$ cat src/rtl/branch_pkg.sv
// Shared types and constants for the branch resolution slice.
package branch_pkg;

  typedef enum logic [2:0] {
    BEQ  = 3'b000,
    BNE  = 3'b001,
    BLT  = 3'b100,
    BGE  = 3'b101,
    BLTU = 3'b110,
    BGEU = 3'b111
  } br_funct3_e;

  typedef enum logic {
    IDLE,
    HOLD
  } br_state_e;

  localparam int unsigned PC_STEP = 4;

endpackage

$ cat src/rtl/branch_cond.sv
// Combinational branch condition decode from comparator flags and funct3.
module branch_cond
  import branch_pkg::*;
(
  input  logic [2:0] funct3_i,
  input  logic       br_eq_i,
  input  logic       br_lt_i,
  input  logic       a_msb_i,
  input  logic       b_msb_i,
  output logic       cond_o,
  output logic       illegal_o
);

  logic slt;

  // Differing sign bits settle a signed compare; equal signs fall back to the unsigned flag.
  assign slt = (a_msb_i != b_msb_i) ? a_msb_i : br_lt_i;

  always_comb begin
    cond_o    = 1'b0;
    illegal_o = 1'b0;
    case (funct3_i)
      BEQ:     cond_o = br_eq_i;
      BNE:     cond_o = ~br_eq_i;
      BLT:     cond_o = slt;
      BGE:     cond_o = ~slt;
      BLTU:    cond_o = br_lt_i;
      BGEU:    cond_o = ~br_lt_i;
      default: illegal_o = 1'b1;
    endcase
  end

endmodule

$ cat src/rtl/branch_resolver.sv
// Branch resolver with a single-entry result buffer on a valid/ready handshake.
// Optional statistics counters are enabled by defining BRANCH_RESOLVER_STATS_EN.
module branch_resolver
  import branch_pkg::*;
#(
  parameter int unsigned XLEN  = 32,
  parameter int unsigned CNT_W = 32
) (
  input  logic             clk,
  input  logic             rst,
  input  logic             req_valid,
  output logic             req_ready,
  input  logic [2:0]       funct3,
  input  logic [XLEN-1:0]  pc,
  input  logic [XLEN-1:0]  imm,
  input  logic             br_eq,
  input  logic             br_lt,
  input  logic             a_msb,
  input  logic             b_msb,
  output logic             res_valid,
  input  logic             res_ready,
  output logic             taken,
  output logic [XLEN-1:0]  target,
  output logic             illegal,
  output logic             misalign
`ifdef BRANCH_RESOLVER_STATS_EN
  ,
  output logic [CNT_W-1:0] cnt_taken,
  output logic [CNT_W-1:0] cnt_not_taken,
  output logic [CNT_W-1:0] cnt_illegal
`endif
);

  br_state_e       state_q, state_d;
  logic            accept;
  logic            condNow, illegalNow, takenNow, misalignNow;
  logic [XLEN-1:0] branchTgt, seqTgt, targetNow;
  logic            taken_q, illegal_q, misalign_q;
  logic [XLEN-1:0] target_q;

  assign req_ready = (state_q == IDLE) | res_ready;
  assign accept    = req_valid & req_ready;

  branch_cond u_cond (
    .funct3_i  (funct3),
    .br_eq_i   (br_eq),
    .br_lt_i   (br_lt),
    .a_msb_i   (a_msb),
    .b_msb_i   (b_msb),
    .cond_o    (condNow),
    .illegal_o (illegalNow)
  );

  assign branchTgt   = pc + imm;
  assign seqTgt      = pc + XLEN'(PC_STEP);
  assign misalignNow = condNow & branchTgt[1];
  assign takenNow    = condNow & ~branchTgt[1];
  // Misaligned branches fall through to pc + 4 rather than redirecting.
  assign targetNow   = takenNow ? (branchTgt & ~XLEN'(1)) : seqTgt;

  always_ff @(posedge clk or posedge rst) begin
    if (rst) begin
      state_q <= IDLE;
    end else begin
      state_q <= state_d;
    end
  end

  always_comb begin
    state_d = state_q;
    case (state_q)
      IDLE:    if (accept) state_d = HOLD;
      HOLD:    if (res_ready && !accept) state_d = IDLE;
      default: state_d = IDLE;
    endcase
  end

  always_ff @(posedge clk or posedge rst) begin
    if (rst) begin
      taken_q    <= 1'b0;
      illegal_q  <= 1'b0;
      misalign_q <= 1'b0;
      target_q   <= '0;
    end else if (accept) begin
      taken_q    <= takenNow;
      illegal_q  <= illegalNow;
      misalign_q <= misalignNow;
      target_q   <= targetNow;
    end
  end

  assign res_valid = (state_q == HOLD);
  assign taken     = taken_q;
  assign illegal   = illegal_q;
  assign misalign  = misalign_q;
  assign target    = target_q;

`ifdef BRANCH_RESOLVER_STATS_EN
  logic [CNT_W-1:0] cntTaken_q, cntTaken_d;
  logic [CNT_W-1:0] cntNotTaken_q, cntNotTaken_d;
  logic [CNT_W-1:0] cntIllegal_q, cntIllegal_d;

  // Illegal requests count only as illegal; misaligned ones count as not-taken.
  always_comb begin
    cntTaken_d    = cntTaken_q;
    cntNotTaken_d = cntNotTaken_q;
    cntIllegal_d  = cntIllegal_q;
    if (accept) begin
      if (illegalNow) begin
        cntIllegal_d = cntIllegal_q + CNT_W'(1);
      end else if (takenNow) begin
        cntTaken_d = cntTaken_q + CNT_W'(1);
      end else begin
        cntNotTaken_d = cntNotTaken_q + CNT_W'(1);
      end
    end
  end

  always_ff @(posedge clk or posedge rst) begin
    if (rst) begin
      cntTaken_q    <= '0;
      cntNotTaken_q <= '0;
      cntIllegal_q  <= '0;
    end else begin
      cntTaken_q    <= cntTaken_d;
      cntNotTaken_q <= cntNotTaken_d;
      cntIllegal_q  <= cntIllegal_d;
    end
  end

  assign cnt_taken     = cntTaken_q;
  assign cnt_not_taken = cntNotTaken_q;
  assign cnt_illegal   = cntIllegal_q;
`else
  if (CNT_W == 0) begin : g_cnt_w_check
    $error("branch_resolver: CNT_W must be nonzero");
  end
`endif

endmodule

$ cat config.mk
export PLATFORM = sky130hd
export DESIGN_NAME = branch_resolver
export DESIGN_NICKNAME = d
export VERILOG_FILES = /design/src/rtl/branch_pkg.sv /design/src/rtl/branch_cond.sv /design/src/rtl/branch_resolver.sv
export SDC_FILE = /design/constraint.sdc
export NUM_CORES = 1
export LEC_CHECK = 0
export CAP_MARGIN = 30
export CORE_MARGIN = 3
export CORE_UTILIZATION = 40
export CTS_CLUSTER_DIAMETER = 150
export DETAILED_ROUTE_END_ITERATION = 7
export HOLD_SLACK_MARGIN = 0.08
export PLACE_DENSITY_LB_ADDON = 0.05
export SYNTH_ARGS = -nofsm -noshare
export SYNTH_HDL_FRONTEND = slang
export SYNTH_SLANG_ARGS = --single-unit
$ cat constraint.sdc
create_clock -name clk -period 2.6 [get_ports clk]
set_clock_uncertainty 0.1 [all_clocks]
set_input_delay 0.26 -clock clk [delete_from_list [all_inputs] [get_ports clk]]
set_output_delay 0.26 -clock clk [all_outputs]
set_load 0.01 [all_outputs]
=== Word-level counts from Yosys, hierarchy flattened ===
Index checks and enable logic that the tools add are counted.

* Add/subtract/negate cells: 2
* Equality and inequality tests: 6
* Muxes and demuxes: 7
* Bitwise operators: 9
* Reductions and logical operators: 4

{| class="wikitable"
|+ Operators with widths
! cell !! number
|-
| $add A32 B3 Y32 const B || 1
|-
| $add A32 B32 Y32 || 1
|-
| $mux W32 || 1
|-
| $eq A3 B3 Y1 const B || 4
|-
| $pmux W1 S6 || 1
|-
| $reduce_or A6 Y1 || 1
|-
| $not A1 Y1 || 5
|-
| $mux W1 || 4
|-
| $and A1 B1 Y1 || 3
|-
| $eq A3 B1 Y1 const B || 1
|-
| $logic_not A3 Y1 || 1
|-
| $pmux W1 S2 || 1
|-
| $logic_and A1 B1 Y1 || 1
|-
| $logic_not A1 Y1 || 1
|-
| $ne A1 B1 Y1 || 1
|-
| $or A1 B1 Y1 || 1
|}

* Flip-flop bits (word level): 36
* Bits of input ports: 75
* Output and inout bits: 37
* Word-level logic and storage cells: 33

=== Depth between registers and ports, before layout ===
Gate-level depths: netlist of the first run.

* Depth after elaboration: 7
* Depth in mapped cells: 11
* Mapped depth without buffers: 11

=== By module ===
Synthesis of the first run repeated with hierarchy kept, for this count alone.

* Cells, all modules: 501
* Area total of the unflattened synthesis: 3878.7 um^2

{| class="wikitable"
|+ By module, submodules not included
! module !! times used !! cells an instance !! area each (um^2)
|-
| branch_resolver || 1 || 490 || 3789.9
|-
| branch_cond || 1 || 11 || 88.8
|}

=== Worst setup path before layout of the first run ===
OpenSTA, ideal clock, no wires.

* Kind: input to register
* From: in pc[0]
* To: reg target_q[30] (netlist: target[30])
* Arrival: 2.467 ns
* Required time: 2.374 ns
* Slack: -0.093 ns
* Stages: 11
* Path buffers: 0
* Cell sequence: and2_1 -> fa_1 -> a21o_1 -> nand3_1 -> a31oi_1 -> a22o_1 -> a21oi_1 -> o31ai_1 -> a211o_1 -> mux2i_1 -> a221o_1

* Longest elaborated chain between the ends: 4

{| class="wikitable"
|+ RTL lines
! element !! RTL line !! text
|-
| from (decl) || branch_resolver.sv:14 || <nowiki>input logic [XLEN-1:0] pc,</nowiki>
|-
| $add A32 B32 Y32 || branch_resolver.sv:54 || <nowiki>assign branchTgt = pc + imm;</nowiki>
|-
| $not A1 Y1 || branch_resolver.sv:57 || <nowiki>assign takenNow = condNow & ~branchTgt[1];</nowiki>
|-
| $and A1 B1 Y1 || branch_resolver.sv:57 ||
|-
| $mux W32 * || branch_resolver.sv:59 || <nowiki>assign targetNow = takenNow ? (branchTgt & ~XLEN'(1)) : seqTgt;</nowiki>
|-
| to (signal assigned) || branch_resolver.sv:88 || <nowiki>target_q <= targetNow;</nowiki>
|-
| to (decl) || branch_resolver.sv:39 || <nowiki>logic [XLEN-1:0] target_q;</nowiki>
|}

Every way passes the cells marked *; elsewhere a longest branch is shown, timed or not.
A chain may end at the register's enable or synchronous reset.

=== Worst setup path after layout of the first run ===
* From: in imm[16]
* To: reg target_q[31] (netlist: target[31])

* Longest elaborated chain between the ends: 2

{| class="wikitable"
|+ RTL lines
! element !! RTL line !! text
|-
| from (decl) || branch_resolver.sv:15 || <nowiki>input logic [XLEN-1:0] imm,</nowiki>
|-
| $add A32 B32 Y32 || branch_resolver.sv:54 ||
|-
| $mux W32 || branch_resolver.sv:59 ||
|}

No other way between the ends.

==> impl_metrics.toml, run 1 <==
[power]
power_density_mw_per_mm2 = 430
cellLeakagePower_nw = 2.72
vdd.ir_drop.worst_uv = 233

[worst_setup_path]
cp_cell_sequence = "clkdlybuf4s50_1 > ha_1 > a21o_1 > a21oi_2 > o221ai_2 > a31o_1 > a41oi_4 > o311ai_4 > nand3b_1 > a32o_2 > o21ai_2"
worstSetupEndpointType = "flip-flop"
crit_slowest_cell = "clkdlybuf4s50_1"
r2r-start = "res_valid"
reg2reg_slack_ns = 0.76
reg2reg_depth = 5
worstReg2RegEnd = "target[26]"
worst-path-buf-inv = 1
worst-setup-path-type = "in2reg"
startpoint_type = "input port"
crit_arrival_ns = 2.67
path_max_fanout = 5
cp_data_required_time_ns = 2.72
crit_family = "compound AO/OA/AOI/OAI gates"
cpPeakStageDelay_ns = 0.41

[detailed_routing]
vias = 4186
ant_nets = 0
firstDrtPassIters = 4
wl_per_cell_um = 15.9
drcViolationCount = 0
vias_per_cell = 5.35
drt_iter0_drc = 176
totalWireLength_mm = 12.5

[clocking]
cts_made_buffers = 5
clock_path_buffers = 2
cts_tree = "yes"
clk_latency_ns = 0.29
cts.sinks = 36
clkTransAtPathRegs_ns = 0.08
hold_buffers = 0
clockRootBuffer = "clkbuf_8"
h-tree-depth = 2

[logic_synthesis]
synthesis.nets = 566
synth_top_family_by_area = "compound AO/OA/AOI/OAI gates"
ys_ff_latch = 36
synth_xor_xnor_area_share = 0.129
synth_compound_area_frac = 0.254
dominantRegCellSynth = "dfrtp_1"
yosysSeqAreaShare = 0.249
syn-mean-instance-area_um2 = 7.87
yosys.area_share.simple = 0.220
syn_inst = 459
synth_fa_ha_area_frac = 0.113
muxShareOfSynthArea = 0.00866
synth-edff-count = 0
async_flop_share = 1.00
syn-cell-area_mm2 = 0.00361
synth.distinct_cells = 57
synth_warnings = 0

[finish]
diodes = 0
finalNonFillerCells = 783
num-nets-final = 781
drive_gt1_frac = 0.247
syn2layout_area_growth_pct = 68.4

[global_route]
grt_max_degree = 37
track_usage = 0.235
grt_pass1_wl_mm = 19.2
grt_pass1_vias = 4106
grt-ovfl-total = 0
antenna_found_initial = 0

[die]
die_area_mm2 = 0.0102
core_area_mm2 = 0.00876
die_w_um = 101
fp-row-count = 34
initial_core_util = 0.412
pin_count = 112
die_y_um = 101

[sta]
relSlewSlack = 0.600
fin_setup_tns_ns = 0
timing.fmax_mhz = 392
hold_violations = 0
worst_pin_slew_ns = 0.598
whs_ns = 0.294
maxSlewViolCount = 0
fin_crit_sh = 0.981
finalSetupViolations = 0
period_needed_ns = 2.55

[placed_design]
dp_cells = 764
gp_congestion = 0.943
numPortBuffers = 111
place_hpwl_mm = 9.57

[outcome]
status = "completed"

[hold_path]
hp-class = "in2async"

[job]
drv_cap = 0
worst reg2reg max path: stages, from the launching register on:
cell and delay [ns]:
dfrtp_1 0.38, nand2b_1 0.12, nand2_1 0.38, nor2_1 0.55
a22oi_1 0.12, o21ai_0 0.12
per-stage QoR:
| step | setup WS (ns) | power [W] | instance area [um2] | utilization |
|---|---|---|---|---|
| floorplan | 0.0418 | 0.00129 | 3620 | - |
| global placement | -0.517 | 0.00193 | 5610 | 0.640 |
| detailed placement | -0.553 | 0.00196 | 5610 | 0.640 |
| CTS | 0.000984 | 0.00258 | 5930 | 0.677 |
| global route | -0.0219 | 0.00277 | 6080 | 0.694 |
| finish | 0.0484 | 0.00261 | 6080 | 0.694 |
state kept, by name, indices dropped and copies added (netlist names):
signal     cells
target        32
misalign       1
res_valid      1
taken          1
illegal        1
placed cells by master, fill, tap and decap left out, drive strengths merged, types with 8 or more instances in the layout:
cell,netlist,final
buf,1,112
clkdlybuf4s50,0,84
nand2,61,61
a21oi,48,48
o21ai,45,45
nor2,39,39
dfrtp,36,36
ha,31,31
xor2,28,28
xnor2,25,25
nand3,18,18
dlygate4sd2,0,14
nand4,11,11
inv,10,10
dlymetal6s2s,0,9
and3,9,9
clkbuf,14,8
report_power, final:
part           internal [W]  switching (W)  total (W)
clock network      0.000339       0.000233   0.000572
registers          0.000659      0.0000581   0.000717
logic              0.000712       0.000612    0.00132
Yosys cell counts (all sizes together) (7+ instances only):
cell	instances	area [um2]
clkbuf	14	52.6
inv	10	37.5
ha	31	388
dfrtp	36	901
a21o	7	52.6
nand4	11	68.8
nor2	39	146
nand2	61	231
a21oi	48	244
and2	7	43.8
xor2	28	245
and3	9	56.3
xnor2	25	219
o21ai	45	229
nand3	18	90.1
kinds of logic after synthesis:
| family | after synthesis |
|---|---|
| simple gates | 168 |
| compound gates | 142 |
| xor+xnor | 53 |
| flops | 36 |
| fa+ha+maj | 32 |
| buf+inv | 25 |
| mux | 3 |
worst max-delay path by stage:
stage,start,endpoint,slack [ns],cells past startpoint
global route,pc[17],target[31],-0.02,10
finish,imm[16],target[31],0.05,11
detailed placement,pc[0],target[30],-0.55,12
floorplan,pc[0],target[30],0.04,11
global placement,pc[0],target[30],-0.52,12
CTS,pc[0],target[30],0.001,12
layout make-up:
| cell class | instances | area (um2) |
|---|---|---|
| Clock buffer | 7 | 96.3 |
| Clock inverter | 1 | 30.0 |
| Fill cell | 755 | 2680 |
| Inverter | 10 | 37.5 |
| Multi-Input combinational cell | 398 | 2890 |
| Sequential cell | 36 | 901 |
| Tap cell | 108 | 135 |
| Timing Repair Buffer | 223 | 1990 |
timing repair:
action                                  CTS  global route
resized for setup                        43            31
endpoints found under the setup margin   11            12
pin swaps                                23            28
setup buffers                             6             5
layer usage:
layer	wire length [um]	track usage	up-vias	part of all wire
met1	5450	0.294	1960	0.44
met3	621	0.0263	21	0.050
met4	240	0.0665	0	0.019
li1	-	-	2088	-
met2	6150	0.423	117	0.49
met5	0	0	-	0
(Power assumes the default switching activity.)
==> inputs of run 2 (changes only) <==
--- a/config.mk
+++ b/config.mk
@@ -14,4 +14,5 @@
 export PLACE_DENSITY_LB_ADDON = 0.05
 export SYNTH_ARGS = -nofsm -noshare
 export SYNTH_HDL_FRONTEND = slang
+export SYNTH_HIERARCHICAL = 1
 export SYNTH_SLANG_ARGS = --single-unit
==> run 2 against run 1 <==
Effect of this change:
- clock power decreased by 28%
- highest routed layer unchanged
- area after synthesis up 7.4%
- sequential share of layout area decreased by 0.14 points
- critical path depth decreased by 1
- flip-flop and latch count stayed put
- synthesized cell count increased by 9.2%
- largest power group unchanged
- utilization shrank 3.6 points
- largest cell class unchanged
- maximum frequency is essentially flat
- first-iteration DRC count rose by 24%
- die area grew 7.0%
- power shrank 5.0%
==> impl_metrics.toml, run 2 <==
[worst_setup_path]
startpoint_type = "input port"
cp_data_required_time_ns = 2.67
path_max_fanout = 4
worstSetupEndpointType = "flip-flop"
worst-setup-path-type = "in2reg"
crit_arrival_ns = 2.63

[global_route]
grt_pass1_vias = 4532
grt_pass1_wl_mm = 21.9
antenna_found_initial = 0
grt-ovfl-total = 0
grt_max_degree = 38
track_usage = 0.242

[logic_synthesis]
syn-cell-area_mm2 = 0.00388
synth_common_cells = "73 x nand2_1, 54 x a21oi_1, 39 x nor2_1"
synth_warnings = 6
syn-mean-instance-area_um2 = 7.74
yosysSeqAreaShare = 0.232
synth.distinct_cells = 63
synth-edff-count = 0
syn_inst = 501
synthTopCellsByArea = "dfrtp_1 23%, ha_1 10%, nand2_1 7.1%"
synthesis.nets = 608
yosysMostFrequentCell = "nand2_1"
synth.top_cell.area_share = 0.232
ys_ff_latch = 36
async_flop_share = 1.00
synth_top_cell_by_area = "dfrtp_1"
dominantRegCellSynth = "dfrtp_1"

[clocking]
cts_made_buffers = 5
cts_tree = "yes"
clk_latency_ns = 0.28
h-tree-depth = 2
clock_path_buffers = 2
clkTransAtPathRegs_ns = 0.08
clockRootBuffer = "clkbuf_8"
cts.sinks = 36

[job]
drv_cap = 0

[finish]
seqCellArea_um2 = 901
multi_input_area_mm2 = 0.00298
final_common_cell = "buf_4"
largest_reg_flops = 32
syn2layout_area_growth_pct = 58.4
diodes = 0
layout_common_cells = "114 x buf_4, 105 x clkdlybuf4s50_1, 73 x nand2_1, 53 x a21oi_1, 38 x nor2_1"
final_cell_area_mm2 = 0.00614
num-nets-final = 820
num-fill-cells = 851
drive_gt1_frac = 0.216

[detailed_routing]
drcViolationCount = 0
vias_per_cell = 5.39
drt_iter0_drc = 219
vias = 4544
wl_per_cell_um = 16.0
totalWireLength_mm = 13.5
firstDrtPassIters = 5
ant_nets = 0

[sta]
relSlewSlack = 0.633
period_needed_ns = 2.55
maxSlewViolCount = 0
timing.fmax_mhz = 392
fin_crit_sh = 0.982
hold_violations = 0
finalSetupViolations = 0
worst_slack_ns = 0.0464
worst_pin_slew_ns = 0.550

[die]
core_area_mm2 = 0.00933
die_y_um = 104
die_area_mm2 = 0.0109
die_w_um = 104
initial_core_util = 0.416
fp-row-count = 35
pin_count = 112

[placed_design]
gp_congestion = 0.973
place_hpwl_mm = 11.0
place_ws_ns = -0.500
numPortBuffers = 111
post_dp_cell_area_mm2 = 0.00592

[hold_path]
hp-class = "in2async"

[power]
vdd.ir_drop.worst_uv = 261
cellLeakagePower_nw = 2.75
power_density_mw_per_mm2 = 404

[outcome]
status = "completed"
run 2: final cells by class:
type	count	area share
multi-input cells	436	0.484
repair buffers	226	0.323
flip-flops and latches	36	0.147
well taps	129	0.0263
clock buffers	5	0.0112
inverters	8	0.00489
clock inverters	3	0.00306
run 2: layer usage:
metal  vias to the layer above  GRT usage  part of all wire
met4                         0     0.0570             0.020
li1                       2237          -                 -
met3                        18     0.0329             0.051
met1                      2160      0.303              0.43
met2                       129      0.437              0.50
met5                         -          0                 0
run 2: stage by stage:
stage               hold slack, ns  instances  power [W]  setup TNS, ns  utilization
finish                       0.286        843    0.00248              0        0.658
global route                 0.334        843    0.00265        -0.0582        0.658
CTS                          0.299        841    0.00247              0        0.648
detailed placement           0.368        832    0.00204          -6.63        0.635
global placement             0.356        832    0.00202          -5.55        0.635
floorplan                    0.268        501    0.00134              0            -
run 2: cells by family after synthesis:
logic type | Yosys count | share of synthesized area
AO/OA/AOI/OAI | 159 | 0.272
XOR/XNOR | 51 | 0.115
adder cells (fa/ha/maj) | 32 | 0.105
buffers and inverters | 29 | 0.0297
flip-flops | 36 | 0.232
multiplexers | 4 | 0.0106
AND/OR/NAND/NOR | 190 | 0.235
run 2: worst paths after layout:
path,start,end,slack [ns],cells after the start
worst max-delay path,pc[7],target[26],0.05,10
worst min-delay path,rst,target[0],0.29,3
worst max register to register,res_valid,target[29],0.87,5
worst min register to register,illegal,illegal,0.38,2
max in group asynchronous,rst,target[19],1.78,3
min in group clk,pc[1],target[1],0.31,3
run 2: worst max-delay path: stages:
cell and delay, ns:
clkdlybuf4s50_1 0.47, ha_4 0.31, a21oi_1 0.09, o21a_1 0.21
o21a_1 0.16, o211a_1 0.24, o21ai_2 0.24, nand4_1 0.17
mux2i_1 0.15, a221o_1 0.33
run 2: power by group:
part	internal [W]	leakage, nW	switching [W]
logic	0.000720	2.26	0.000628
registers	0.000660	0.439	0.0000605
clock network	0.000187	0.0479	0.000225
run 2: timing repair:
item | 4_1_cts | 5_1_grt
pin swaps | 13 | 4
hold buffers | 0 | 0
resized for setup | 11 | 16
buffers inserted | 1 | 2
endpoints found under the setup margin | 11 | 11
==> inputs of run 3 (changes only) <==
--- a/config.mk
+++ b/config.mk
@@ -10,8 +10,8 @@
 export CORE_UTILIZATION = 40
 export CTS_CLUSTER_DIAMETER = 150
 export DETAILED_ROUTE_END_ITERATION = 7
-export HOLD_SLACK_MARGIN = 0.08
 export PLACE_DENSITY_LB_ADDON = 0.05
+export SKIP_CTS_REPAIR_TIMING = 1
 export SYNTH_ARGS = -nofsm -noshare
 export SYNTH_HDL_FRONTEND = slang
 export SYNTH_HIERARCHICAL = 1
==> constraint.sdc (replaced) <==
create_clock -name clk -period 2.2 [get_ports clk]
set_clock_uncertainty 0.1 [all_clocks]
set_input_delay 0.22 -clock clk [delete_from_list [all_inputs] [get_ports clk]]
set_output_delay 0.22 -clock clk [all_outputs]
set_load 0.01 [all_outputs]
==> run 3 against run 2 <==
Effect of this change:
- the flow now finishes with violations (setup timing)
- die area is the same
- power is 30% higher
- sequential share of layout area down 1.9 points
- wire length increased by 11%
- worst setup slack worse by 0.059 ns
- critical path type unchanged
- highest routed layer unchanged
==> impl_metrics.toml, run 3 (synthesized netlist as in run 2, its figures left out) <==
[detailed_routing]
ant_nets = 0
firstDrtPassIters = 5
wl_per_cell_um = 16.8
drcViolationCount = 0
totalWireLength_mm = 14.9
drt_iter0_drc = 255
vias = 4808
vias_per_cell = 5.41

[global_route]
track_usage = 0.244
grt-ovfl-total = 0
grt_max_degree = 37
grt_pass1_vias = 4695
grt_pass1_wl_mm = 21.9
antenna_found_initial = 1

[worst_setup_path]
worstSetupEndpointType = "flip-flop"
crit_arrival_ns = 2.28
cpPeakStageDelay_ns = 0.36
cp_data_required_time_ns = 2.27
crit_family = "compound AO/OA/AOI/OAI gates"
path_max_fanout = 4
worst-setup-path-type = "in2reg"
startpoint_type = "input port"
reg2reg_slack_ns = 0.57
worstSetupStartpoint = "imm[1]"
cp_cell_sequence = "buf_8 > ha_4 > a31o_1 > a21o_1 > a221oi_4 > o21a_4 > o211a_4 > or2_4 > nand2b_4 > a2111oi_4 > a221oi_2"
crit_slowest_cell = "a2111oi_4"
worst-path-buf-inv = 1
r2r-start = "res_valid"

[placed_design]
place_hpwl_mm = 11.4
dp_cells = 867
post_dp_cell_area_mm2 = 0.00625
numPortBuffers = 111
gp_congestion = 0.975

[die]
fp-row-count = 35
core_area_mm2 = 0.00933
die_area_mm2 = 0.0109
die_w_um = 104
initial_core_util = 0.416
pin_count = 112
die_y_um = 104

[power]
vdd.ir_drop.worst_uv = 319
power_density_mw_per_mm2 = 456
cellLeakagePower_nw = 3.36

[sta]
fin_setup_tns_ns = -0.0128
relSlewSlack = 0.683
worst_slack_ns = -0.0128
period_needed_ns = 2.21
rsz0062_at_grt = "true"
hold_violations = 0
fin_crit_sh = 1.01
maxSlewViolCount = 0
timing.fmax_mhz = 452
finalSetupViolations = 1
worst_pin_slew_ns = 0.476

[outcome]
failed_checks = "setup timing"
status = "complete, but fails checks"

[clocking]
h-tree-depth = 2
clockRootBuffer = "clkbuf_8"
cts_made_buffers = 5
cts_tree = "yes"
clk_latency_ns = 0.29
clkTransAtPathRegs_ns = 0.08
cts.sinks = 36
clock_path_buffers = 2

[finish]
drive_gt1_frac = 0.339
layout_common_cells = "159 x buf_4, 67 x nand2_1, 65 x clkdlybuf4s50_1, 44 x a21oi_1, 40 x dlymetal6s2s_1"
finalNonFillerCells = 889
num-nets-final = 866
final_common_cell = "buf_4"
final_cell_area_mm2 = 0.00707
diodes = 0
largest_reg_flops = 32
num-fill-cells = 707
syn2layout_area_growth_pct = 82.2

[hold_path]
hp-class = "in2reg"
hold_path_startpoint = "pc[1]"

[job]
drv_cap = 0
==> run 3: cell count changes in the layout (fill, tap and decap cells not counted), moves of 15 or more <==
cell	change
ha_1	-15
ha_4	+18
dlymetal6s2s_1	+38
clkdlybuf4s50_1	-40
buf_4	+45
==> run 3: layer usage <==
| layer | vias up | wire length [um] | global-route usage |
|---|---|---|---|
| li1 | 2342 | - | - |
| met1 | 2244 | 6250 | 0.302 |
| met2 | 188 | 7260 | 0.418 |
| met3 | 34 | 840 | 0.0372 |
| met4 | 0 | 542 | 0.107 |
| met5 | - | 0 | 0 |
==> run 3: final timing paths <==
check | to | depth (start not counted)
max | target[29] | 11
min | target[1] | 4
max reg2reg | target[15] | 6
min reg2reg | misalign | 2
max in group asynchronous | target[23] | 3
min in group asynchronous | illegal | 3
==> run 3: worst min-delay path, delay by kind of cell <==
| family | cells | cell delay, ns |
|---|---|---|
| AO/OA/AOI/OAI | 1 | 0.06 |
| buffers and inverters | 3 | 0.24 |
==> run 3: final cells by class <==
cell class,count,area (um2),share of cell area
Multi-Input combinational cell,436,3400,0.481
Tap cell,129,161,0.0228
Sequential cell,36,901,0.128
Clock inverter,1,7.51,0.00106
Timing Repair Buffer,272,2470,0.350
Inverter,8,32.5,0.00460
Clock buffer,7,86.3,0.0122
==> run 3: stage by stage <==
stage	total power, W	util	hold WS [ns]	setup WS, ns
after global routing	0.00343	0.757	0.195	-0.0591
after CTS	0.00302	0.680	0.259	-0.566
final	0.00322	0.757	0.178	-0.0128
after detailed placement	0.00251	0.670	0.361	-0.893
after floorplan	0.00159	-	0.228	-0.159
after global placement	0.00248	0.670	0.354	-0.857
==> run 3: power by group <==
part | internal, W | switching, W
sequential | 0.000780 | 0.0000727
clock | 0.000255 | 0.000255
combinational | 0.00102 | 0.000843
